<file path="src/rtl/fifo_pop_stage_if.sv">
// Handshake bundle between the FIFO controller/memory, fifo_pop_stage and the downstream consumer.
// The master modport is the pop stage; the slave modport is the environment around it.
interface fifo_pop_stage_if #(
  parameter int unsigned WIDTH = 8
);
  logic             fifo_empty;
  logic             fifo_pop;
  logic [WIDTH-1:0] mem_rd_data;
  logic             out_valid;
  logic             out_ready;
  logic [WIDTH-1:0] out_data;

  modport master (
    input  fifo_empty,
    input  mem_rd_data,
    input  out_ready,
    output fifo_pop,
    output out_valid,
    output out_data
  );

  modport slave (
    output fifo_empty,
    output mem_rd_data,
    output out_ready,
    input  fifo_pop,
    input  out_valid,
    input  out_data
  );
endinterface

</file>
<file path="src/rtl/fifo_pop_stage.sv">
// Pops the FIFO controller, tracks memory read latency and buffers returned words into a
// valid/ready stream. Optional synchronous flush input under `FIFO_POP_STAGE_FLUSH_EN.
module fifo_pop_stage #(
  parameter int unsigned WIDTH      = 8,
  parameter int unsigned RD_LATENCY = 1
) (
  input  logic             clk,
  input  logic             reset,
`ifdef FIFO_POP_STAGE_FLUSH_EN
  input  logic             flush,
`endif
  fifo_pop_stage_if.master bus
);

  localparam int unsigned BUF_DEPTH = RD_LATENCY + 1;
  localparam int unsigned OCC_W     = $clog2(BUF_DEPTH + 1);
  localparam int unsigned PTR_W     = $clog2(BUF_DEPTH);

  logic                  flush_w;
  logic                  deq;
  logic                  pop;
  logic                  wr_en;

  logic [OCC_W-1:0]      occ_q, occ_d;
  logic [OCC_W-1:0]      cnt_q, cnt_d;
  logic [RD_LATENCY-1:0] infl_q, infl_d;
  logic [PTR_W-1:0]      wr_ptr_q, wr_ptr_d;
  logic [PTR_W-1:0]      rd_ptr_q, rd_ptr_d;
  logic                  out_valid_q, out_valid_d;
  logic [WIDTH-1:0]      out_data_q, out_data_d;
  logic [WIDTH-1:0]      mem_q [BUF_DEPTH];

`ifdef FIFO_POP_STAGE_FLUSH_EN
  assign flush_w = flush;
`else
  assign flush_w = 1'b0;
`endif

  function automatic logic [PTR_W-1:0] ptr_inc(input logic [PTR_W-1:0] p);
    return (p == PTR_W'(BUF_DEPTH - 1)) ? '0 : p + PTR_W'(1);
  endfunction

  assign deq   = out_valid_q && bus.out_ready;
  assign wr_en = infl_q[RD_LATENCY-1];
  // occ already counts every in-flight word, so a return can never overrun the buffer.
  assign pop   = !reset && !flush_w && !bus.fifo_empty &&
                 ((occ_q < OCC_W'(BUF_DEPTH)) || deq);

  assign bus.fifo_pop  = pop;
  assign bus.out_valid = out_valid_q;
  assign bus.out_data  = out_data_q;

  always_comb begin
    occ_d       = occ_q + OCC_W'(pop) - OCC_W'(deq);
    infl_d      = (infl_q << 1) | RD_LATENCY'(pop);
    wr_ptr_d    = wr_en ? ptr_inc(wr_ptr_q) : wr_ptr_q;
    rd_ptr_d    = deq ? ptr_inc(rd_ptr_q) : rd_ptr_q;
    cnt_d       = cnt_q + OCC_W'(wr_en) - OCC_W'(deq);
    out_valid_d = (cnt_d != '0);
    out_data_d  = out_data_q;
    // The slot being written is the new head only when it becomes the sole buffered word.
    if (cnt_d != '0) begin
      out_data_d = (wr_en && (wr_ptr_q == rd_ptr_d)) ? bus.mem_rd_data : mem_q[rd_ptr_d];
    end
    if (flush_w) begin
      occ_d       = '0;
      infl_d      = '0;
      wr_ptr_d    = '0;
      rd_ptr_d    = '0;
      cnt_d       = '0;
      out_valid_d = 1'b0;
      out_data_d  = out_data_q;
    end
  end

  always_ff @(posedge clk) begin
    if (reset) begin
      occ_q       <= '0;
      cnt_q       <= '0;
      infl_q      <= '0;
      wr_ptr_q    <= '0;
      rd_ptr_q    <= '0;
      out_valid_q <= 1'b0;
      out_data_q  <= '0;
    end else begin
      occ_q       <= occ_d;
      cnt_q       <= cnt_d;
      infl_q      <= infl_d;
      wr_ptr_q    <= wr_ptr_d;
      rd_ptr_q    <= rd_ptr_d;
      out_valid_q <= out_valid_d;
      out_data_q  <= out_data_d;
    end
  end

  always_ff @(posedge clk) begin
    if (!reset && !flush_w && wr_en) begin
      mem_q[wr_ptr_q] <= bus.mem_rd_data;
    end
  end

endmodule

</file>
<file path="src/flat_wrapper.sv">
// flat-port wrapper written by rule: the top's interface ports become plain ports
module fifo_pop_stage_flat 
#(
  parameter int unsigned WIDTH      = 8,
  parameter int unsigned RD_LATENCY = 1
)
  (clk, reset, bus_fifo_empty, bus_mem_rd_data, bus_out_ready, bus_fifo_pop, bus_out_valid, bus_out_data);
  fifo_pop_stage_if #(.WIDTH(WIDTH)) bus_i ();
  input  logic clk;
  input  logic reset;
  input wire logic [$bits(bus_i.fifo_empty)-1:0] bus_fifo_empty;
  input wire logic [$bits(bus_i.mem_rd_data)-1:0] bus_mem_rd_data;
  input wire logic [$bits(bus_i.out_ready)-1:0] bus_out_ready;
  output wire logic [$bits(bus_i.fifo_pop)-1:0] bus_fifo_pop;
  output wire logic [$bits(bus_i.out_valid)-1:0] bus_out_valid;
  output wire logic [$bits(bus_i.out_data)-1:0] bus_out_data;
  assign bus_i.fifo_empty = bus_fifo_empty;
  assign bus_i.mem_rd_data = bus_mem_rd_data;
  assign bus_i.out_ready = bus_out_ready;
  assign bus_fifo_pop = bus_i.fifo_pop;
  assign bus_out_valid = bus_i.out_valid;
  assign bus_out_data = bus_i.out_data;
  fifo_pop_stage #(.WIDTH(WIDTH), .RD_LATENCY(RD_LATENCY)) u_core (.clk(clk), .reset(reset), .bus(bus_i));
endmodule
</file>
<file path="config.mk">
export PLATFORM = sky130hd
export DESIGN_NAME = fifo_pop_stage_flat
export DESIGN_NICKNAME = d
export VERILOG_FILES = /design/src/rtl/fifo_pop_stage_if.sv /design/src/rtl/fifo_pop_stage.sv /design/src/flat_wrapper.sv
export SDC_FILE = /design/constraint.sdc
export NUM_CORES = 1
export LEC_CHECK = 0
export BUFFER_PORTS_ARGS = -buffer_cell sky130_fd_sc_hd__clkbuf_2
export CORE_MARGIN = 4
export CORE_UTILIZATION = 50
export DETAILED_ROUTE_END_ITERATION = 8
export GPL_TIMING_DRIVEN = 0
export HOLD_SLACK_MARGIN = 0.12
export PLACE_DENSITY = 0.7
export SYNTH_ARGS = -nofsm -noshare
export SYNTH_HDL_FRONTEND = slang
export SYNTH_SLANG_ARGS = --single-unit
</file>
<file path="constraint.sdc">
create_clock -name clk -period 3.7 [get_ports clk]
set_clock_uncertainty 0.1 [all_clocks]
set_input_delay 0.555 -clock clk [delete_from_list [all_inputs] [get_ports clk]]
set_output_delay 0.555 -clock clk [all_outputs]
set_load 0.01 [all_outputs]
</file>
==> results.md, run 1 <==
- #FFs+latches synth: 32
- Tot Pwr: 1087 uW
- Vias in the first global route: 904
- Initial DRC count: 11
- Post-CTS setup buffers: 0
- NumNets Final: 156
- Status: finished, final reports clean
- Worst path required time: 3.79 ns
- Worst hold slack: 0.3386 ns
- Worst setup slack after placement: 0.9702 ns
- Launch instance of the worst register-to-register path: u_core.infl_q
- Cell variety after synth: 23
- Post-detailed-route count of antenna-violating nets: 0
- CTS max path bufs: 2
- All-Layer GR Usage: 15.53%
- # IOs: 22
- Worst R2R End: u_core.bus.out_data[7]
- Static leakage: 0.0006136 uW
- Effective utilization at floorplan: 53.00%
- Clock buffer count from CTS: 5
- Worst setup slack after layout: 1.337 ns
- Post-route DRC violation count: 0
- Termination of the worst setup path: u_core.bus.out_data[7]
- Final wirelength: 2377 um
- Worst R2R Path Depth: 4
- Worst Tran Pin Value: 1.223 ns
- Crit path launch type: register
- Clock Tree Root: sky130_fd_sc_hd__clkbuf_4
- CP endpoint kind: register
- Post-synth ARST share: 0%
- Startpoint of the most critical setup path: u_core.infl_q
- Skew-Pair Late Insertion Delay: 0.32 ns
- Height of the chip: 59.48 um
- Synth Area per Inst: 11.52 um2
- # setup viols final: 0
- Max FO, Critical Path: 17
- Origin of the worst min-delay path: bus_mem_rd_data[5]
- Die Outline Area: 3538 um2
- Most frequent cells in the layout: 22 x sky130_fd_sc_hd__nor2_1, 20 x sky130_fd_sc_hd__clkbuf_2, 16 x sky130_fd_sc_hd__dfxtp_1, 16 x sky130_fd_sc_hd__edfxtp_1, 10 x sky130_fd_sc_hd__nand2_1
- Cell type with the highest aggregate area in the netlist: sky130_fd_sc_hd__edfxtp_1
- HPWL after detailed placement: 1590 um
- Number of antenna violations at the first check in global routing: 0
- Clock-pin slew on the worst setup and hold paths: 0.09 ns
- Number of standard cells after synthesis: 115
- Number of optimization iterations in the first detailed-route pass: 4
- Power Density: 719.0 nW/um2
- Quantity of gates resized following cts: 0
- Crit path arrival time: 2.45 ns
- Number of buffers inserted by hold repair at cts: 0
- Setup TNS: 0 ns
- CTS tree: built
- Via count: 907
- Total of max-cap violations: 0
- Last weighted congestion value of the routability-driven placer: 0.6828
- Die width: 59.48 um
- Overflow left after global routing: 0
- First-pass GRT wire length: 4022 um
- Detailed-route vias per instance: 5.243
- Instance area after placement: 1463 um2
- Peak Freq: 0.4231 GHz
- Fillers: 230
- Number of endpoints with negative hold slack in the final report: 0
- Clock net sink count: 32
- Diode insertion count for antenna repair: 0
- Register-to-Register Setup Slack: 1.34 ns
- Setup repair after global routing missed its margin: false
- Number of H-tree branching levels: 2
- Worst hold path class: in2reg
- Max IR drop VDD: 502.3 uV
- Yosys top cell area share: 36.26%
- Summed instance area of the synthesized netlist: 1325 um2
- Share of final-layout standard cells stronger than drive strength 1: 21.68%
- Number of buffers inserted by port buffering: 20
- Area added between synthesis and finish: 14.07%
- Max-slew violation total from the final report: 0
- Commonest register cell after synthesis: sky130_fd_sc_hd__edfxtp_1
- Maximum number of pins on one net before global-route repair: 18
- Leading cell types by total area after synthesis: sky130_fd_sc_hd__edfxtp_1 36%, sky130_fd_sc_hd__dfxtp_1 24%, sky130_fd_sc_hd__nor2_1 6.2%
- Synth Net Count: 129
- WL per Instance: 13.74 um
- Sequential element share of the synthesized area: 60.43%
- Leading cell type in the layout, fill and taps excluded: sky130_fd_sc_hd__nor2_1
- Area inside the core boundary: 2500 um2
- Row cnt: 18
- Period Utilization, post-route: 63.88%
- Path type of the worst setup path: reg2reg
- Number of warnings issued by yosys: 0
- Shortest clock period the worst path allows after layout: 2.363 ns
- Final design area excluding fillers: 1511 um2
- Worst slew slack as a fraction of its limit: 18.08%
- Number of flops mapped to enable cells by yosys: 16
metrics by stage:
stage,utilization (%),instances
after global routing,60.46,173
after floorplan,-,115
final,60.46,173
after CTS,60.46,173
after global placement,58.51,165
after detailed placement,58.51,165
state kept, by name, summed over array words and instances (netlist names):
name and count:
u_core.bus.out_valid 1, u_core.occ_q 2, u_core.mem_q 16, u_core.infl_q 1, u_core.cnt_q 2, u_core.wr_ptr_q 1, u_core.bus.out_data 8, u_core.rd_ptr_q 1
worst max-delay path, stage by stage (launching register included):
cell and delay, ns:
sky130_fd_sc_hd__dfxtp_1 0.40, sky130_fd_sc_hd__nor3b_2 1.00, sky130_fd_sc_hd__mux2i_2 0.37, sky130_fd_sc_hd__o211ai_1 0.29
sky130_fd_sc_hd__a21oi_1 0.08
cells by family (layout without fill, tap and decap cells):
| kind of cell | count (synthesis) | after routing | share of synthesized area [%] |
|---|---|---|---|
| simple gates | 42 | 42 | 14.54 |
| fa+ha+maj | 2 | 2 | 1.888 |
| buf+inv | 5 | 33 | 1.605 |
| compound gates | 19 | 19 | 9.065 |
| flops | 32 | 32 | 60.43 |
| xor+xnor | 6 | 6 | 5.383 |
| mux | 9 | 9 | 7.082 |
cell type report:
type                       count  area (um2)  share of cell area [%]
clock buffer                   7       45.04                   2.980
sequential                    32       800.8                   52.98
timing repair buffer          20       100.1                   6.623
buffer                         5       21.27                   1.407
tap                           30       37.54                   2.483
clock inverter                 1       3.754                  0.2483
multi-input combinational     78       503.0                   33.28
power by group:
group,switching [uW],total [uW],internal (uW)
sequential,45.0,494,449
combinational,235,412,177
clock,107,180,73.0
how the worst min path moves through the flow:
stage | cells after the start | endpoint | slack [ns]
CTS | 1 | u_core.mem_q[0][5] | 0.33
finish | 1 | u_core.mem_q[0][5] | 0.34
detailed placement | 2 | u_core.bus.out_data[6] | 0.35
global placement | 2 | u_core.bus.out_data[2] | 0.34
global route | 1 | u_core.mem_q[1][7] | 0.32
floorplan | 1 | u_core.infl_q | 0.37
routing by layer:
| metal | GRT usage [%] | part of all wire [%] | vias up |
|---|---|---|---|
| met5 | 0 | 0 | - |
| met2 | 25.12 | 48 | 26 |
| met3 | 4.793 | 5.3 | 4 |
| met1 | 18.94 | 45 | 420 |
| met4 | 6.796 | 1.2 | 0 |
| li1 | - | - | 457 |
cells in the mapped netlist (all sizes together), types with 2 or more instances:
cell / instances
nor2: 22
dfxtp: 16
edfxtp: 16
nand2: 11
mux2i: 9
a21oi: 8
o211ai: 8
xnor2: 5
buf: 3
nor2b: 3
a21boi: 2
clkbuf: 2
ha: 2
nand3b: 2
Power figures use the tool's default switching activity.
==> run 2, diff against run 1 <==
Settings changed: CORE_UTILIZATION 50 to 49, PLACE_DENSITY 0.7 to 0.72.
Clock period 3.7 ns to 1.9 ns, I/O delays scaled along.
==> run 2 against run 1 <==
Net effect:
- power grew 140%
- fmax is 26% higher
- die area up 1.8%
- first-iteration DRC count rose to 3.0 times the previous value
- sequential share of layout area down 8.2 points
- flip-flop and latch count is the same
- critical path type unchanged
- largest power group is now combinational logic
==> results.md, run 2 (synthesized netlist as in run 1, its figures left out) <==
- Met2 usage: 32.41%
- Met3 track demand over resource: 4.752%
- Crit path arrival time: 2.03 ns
- Ordered list of cells on the worst path: nand3b_1 -> nand2_1 -> ha_2 -> xnor2_2 -> xnor2_2 -> nor2b_4 -> clkbuf_16 -> nand2_1 -> a21oi_1
- Origin of the worst min-delay path: reset
- Static leakage: 0.0007502 uW
- Worst hold path class: in2reg
- Non-filler cells, final: 193
- CTS max path bufs: 2
- Clock-pin slew on the worst setup and hold paths: 0.09 ns
- Period Utilization, post-route: 98.92%
- Vias in the first global route: 1045
- Clock net sink count: 32
- Worst Tran Pin Value: 0.5954 ns
- Register-to-Register Setup Slack: 0.02 ns
- Worst R2R End: u_core.bus.out_data[6]
- WL per Instance: 15.20 um
- Shortest clock period the worst path allows after layout: 1.879 ns
- Fillers: 200
- Effective utilization at floorplan: 52.53%
- Leading cell type in the layout, fill and taps excluded: sky130_fd_sc_hd__nor2_1
- Number of H-tree branching levels: 2
- Worst R2R Path Depth: 9
- Crit path launch type: register
- Share of final-layout standard cells stronger than drive strength 1: 35.58%
- Detailed-route vias per instance: 5.244
- HPWL after detailed placement: 1669 um
- Most used routing layer in global routing: met2
- Initial DRC count: 33
- Post-route DRC violation count: 0
- Diode insertion count for antenna repair: 0
- Path type of the worst setup path: reg2reg
- Instance area after placement: 1464 um2
- Power Density: 1467 nW/um2
- Number of antenna violations at the first check in global routing: 0
- Final design area excluding fillers: 1799 um2
- CTS tree: built
- CP endpoint kind: register
- Final wirelength: 2933 um
- Crit-path slowest cell: sky130_fd_sc_hd__dfxtp_4
- All-Layer GR Usage: 18.14%
- GRT met1 Usage: 20.11%
- Number of endpoints with negative hold slack in the final report: 0
- Setup repair after global routing missed its margin: true
- Status: finished, final reports clean
- Worst slew slack as a fraction of its limit: 60.31%
- Overflow left after global routing: 0
- Max-slew violation total from the final report: 0
- NumNets Final: 177
- Most frequent cells in the layout: 22 x sky130_fd_sc_hd__nor2_1, 20 x sky130_fd_sc_hd__clkbuf_2, 16 x sky130_fd_sc_hd__edfxtp_1
- Height of the chip: 60 um
- Die width: 60 um
- Critical Path Max Stage Delay: 0.38 ns
- Number of optimization iterations in the first detailed-route pass: 4
- First-pass GRT wire length: 4692 um
- Post-detailed-route count of antenna-violating nets: 0
- Max IR drop VDD: 1091 uV
- Total of max-cap violations: 0
- # setup viols final: 0
- Last weighted congestion value of the routability-driven placer: 0.6928
- Peak Freq: 0.5321 GHz
- Skew-Pair Late Insertion Delay: 0.32 ns
- Clock buffer count from CTS: 5
- Launch instance of the worst register-to-register path: u_core.bus.out_valid
- Area added between synthesis and finish: 35.79%
- Cell total after placement: 165
- Setup TNS: 0 ns
- Number of flip-flops under the largest register name: 16
- Clock Tree Root: sky130_fd_sc_hd__clkbuf_4
- Die Outline Area: 3600 um2
- Via count: 1012
- Max FO, Critical Path: 4
- Maximum number of pins on one net before global-route repair: 18
- Number of buffers inserted by port buffering: 20
- Endpoint of the worst hold-timing path: u_core.bus.out_data[5]
- # IOs: 22
- Area inside the core boundary: 2522 um2
- Reg with most FFs: u_core.mem_q
- Worst path required time: 2.05 ns
- Number of instances on the worst hold path: 2
- Row cnt: 18
run 2: power by group:
part	switching, uW	internal [uW]
combinational	603	705
sequential	98.9	884
clock	213	136
run 2: final cells by class:
cell class / count / area (um2) / share of cell area, %
Clock inverter: 1 / 5.005 / 0.2782
Multi-Input combinational cell: 78 / 578.1 / 32.13
Clock buffer: 6 / 41.29 / 2.295
Tap cell: 30 / 37.54 / 2.086
Sequential cell: 32 / 805.8 / 44.78
Buffer: 4 / 28.78 / 1.599
Timing Repair Buffer: 42 / 302.8 / 16.83
run 2: critical path: cells and delay by family, from the launching register on:
kind,cells,cell delay (ns)
AND/OR/NAND/NOR,4,0.49
flip-flops,1,0.38
XOR/XNOR,2,0.36
adder cells (fa/ha/maj),1,0.19
buffers and inverters,1,0.16
AO/OA/AOI/OAI,1,0.13
run 2: how the worst max path moves through the flow:
stage                         start  slack (ns)  cells past startpoint                      to
6_report       u_core.bus.out_valid        0.02                      9  u_core.bus.out_data[6]
5_1_grt        u_core.bus.out_valid       -0.07                      9  u_core.bus.out_data[2]
4_1_cts        u_core.bus.out_valid        0.01                     10  u_core.bus.out_data[0]
3_5_place_dp                  reset       -0.54                      5  u_core.bus.out_data[0]
3_3_place_gp                  reset       -0.50                      5  u_core.bus.out_data[4]
2_1_floorplan                 reset        0.01                      5  u_core.bus.out_data[0]
run 2: what timing repair did:
item,CTS,global route
gates cloned,0,1
hold buffers,8,0
endpoints found under the hold margin,16,0
endpoints found under the setup margin,9,9
resized for setup,8,13
buffers inserted,6,7
pin swaps,1,9
run 2: metrics by stage:
stage          util (%)  total power, uW  hold WS (ns)  setup slack (ns)
2_1_floorplan         -             1549        0.2839           0.01065
5_1_grt           71.33             2809        0.1793          -0.06566
6_report          71.33             2639        0.1855           0.02057
4_1_cts           66.07             2284        0.1547          0.009921
3_3_place_gp      58.04             1779        0.3429           -0.5035
3_5_place_dp      58.04             1801        0.3468           -0.5391
run 2: routing by layer:
layer	up-vias	part of all wire, %
met4	0	1.5
met2	33	52
met3	6	4.6
li1	498	-
met5	-	0
met1	475	42
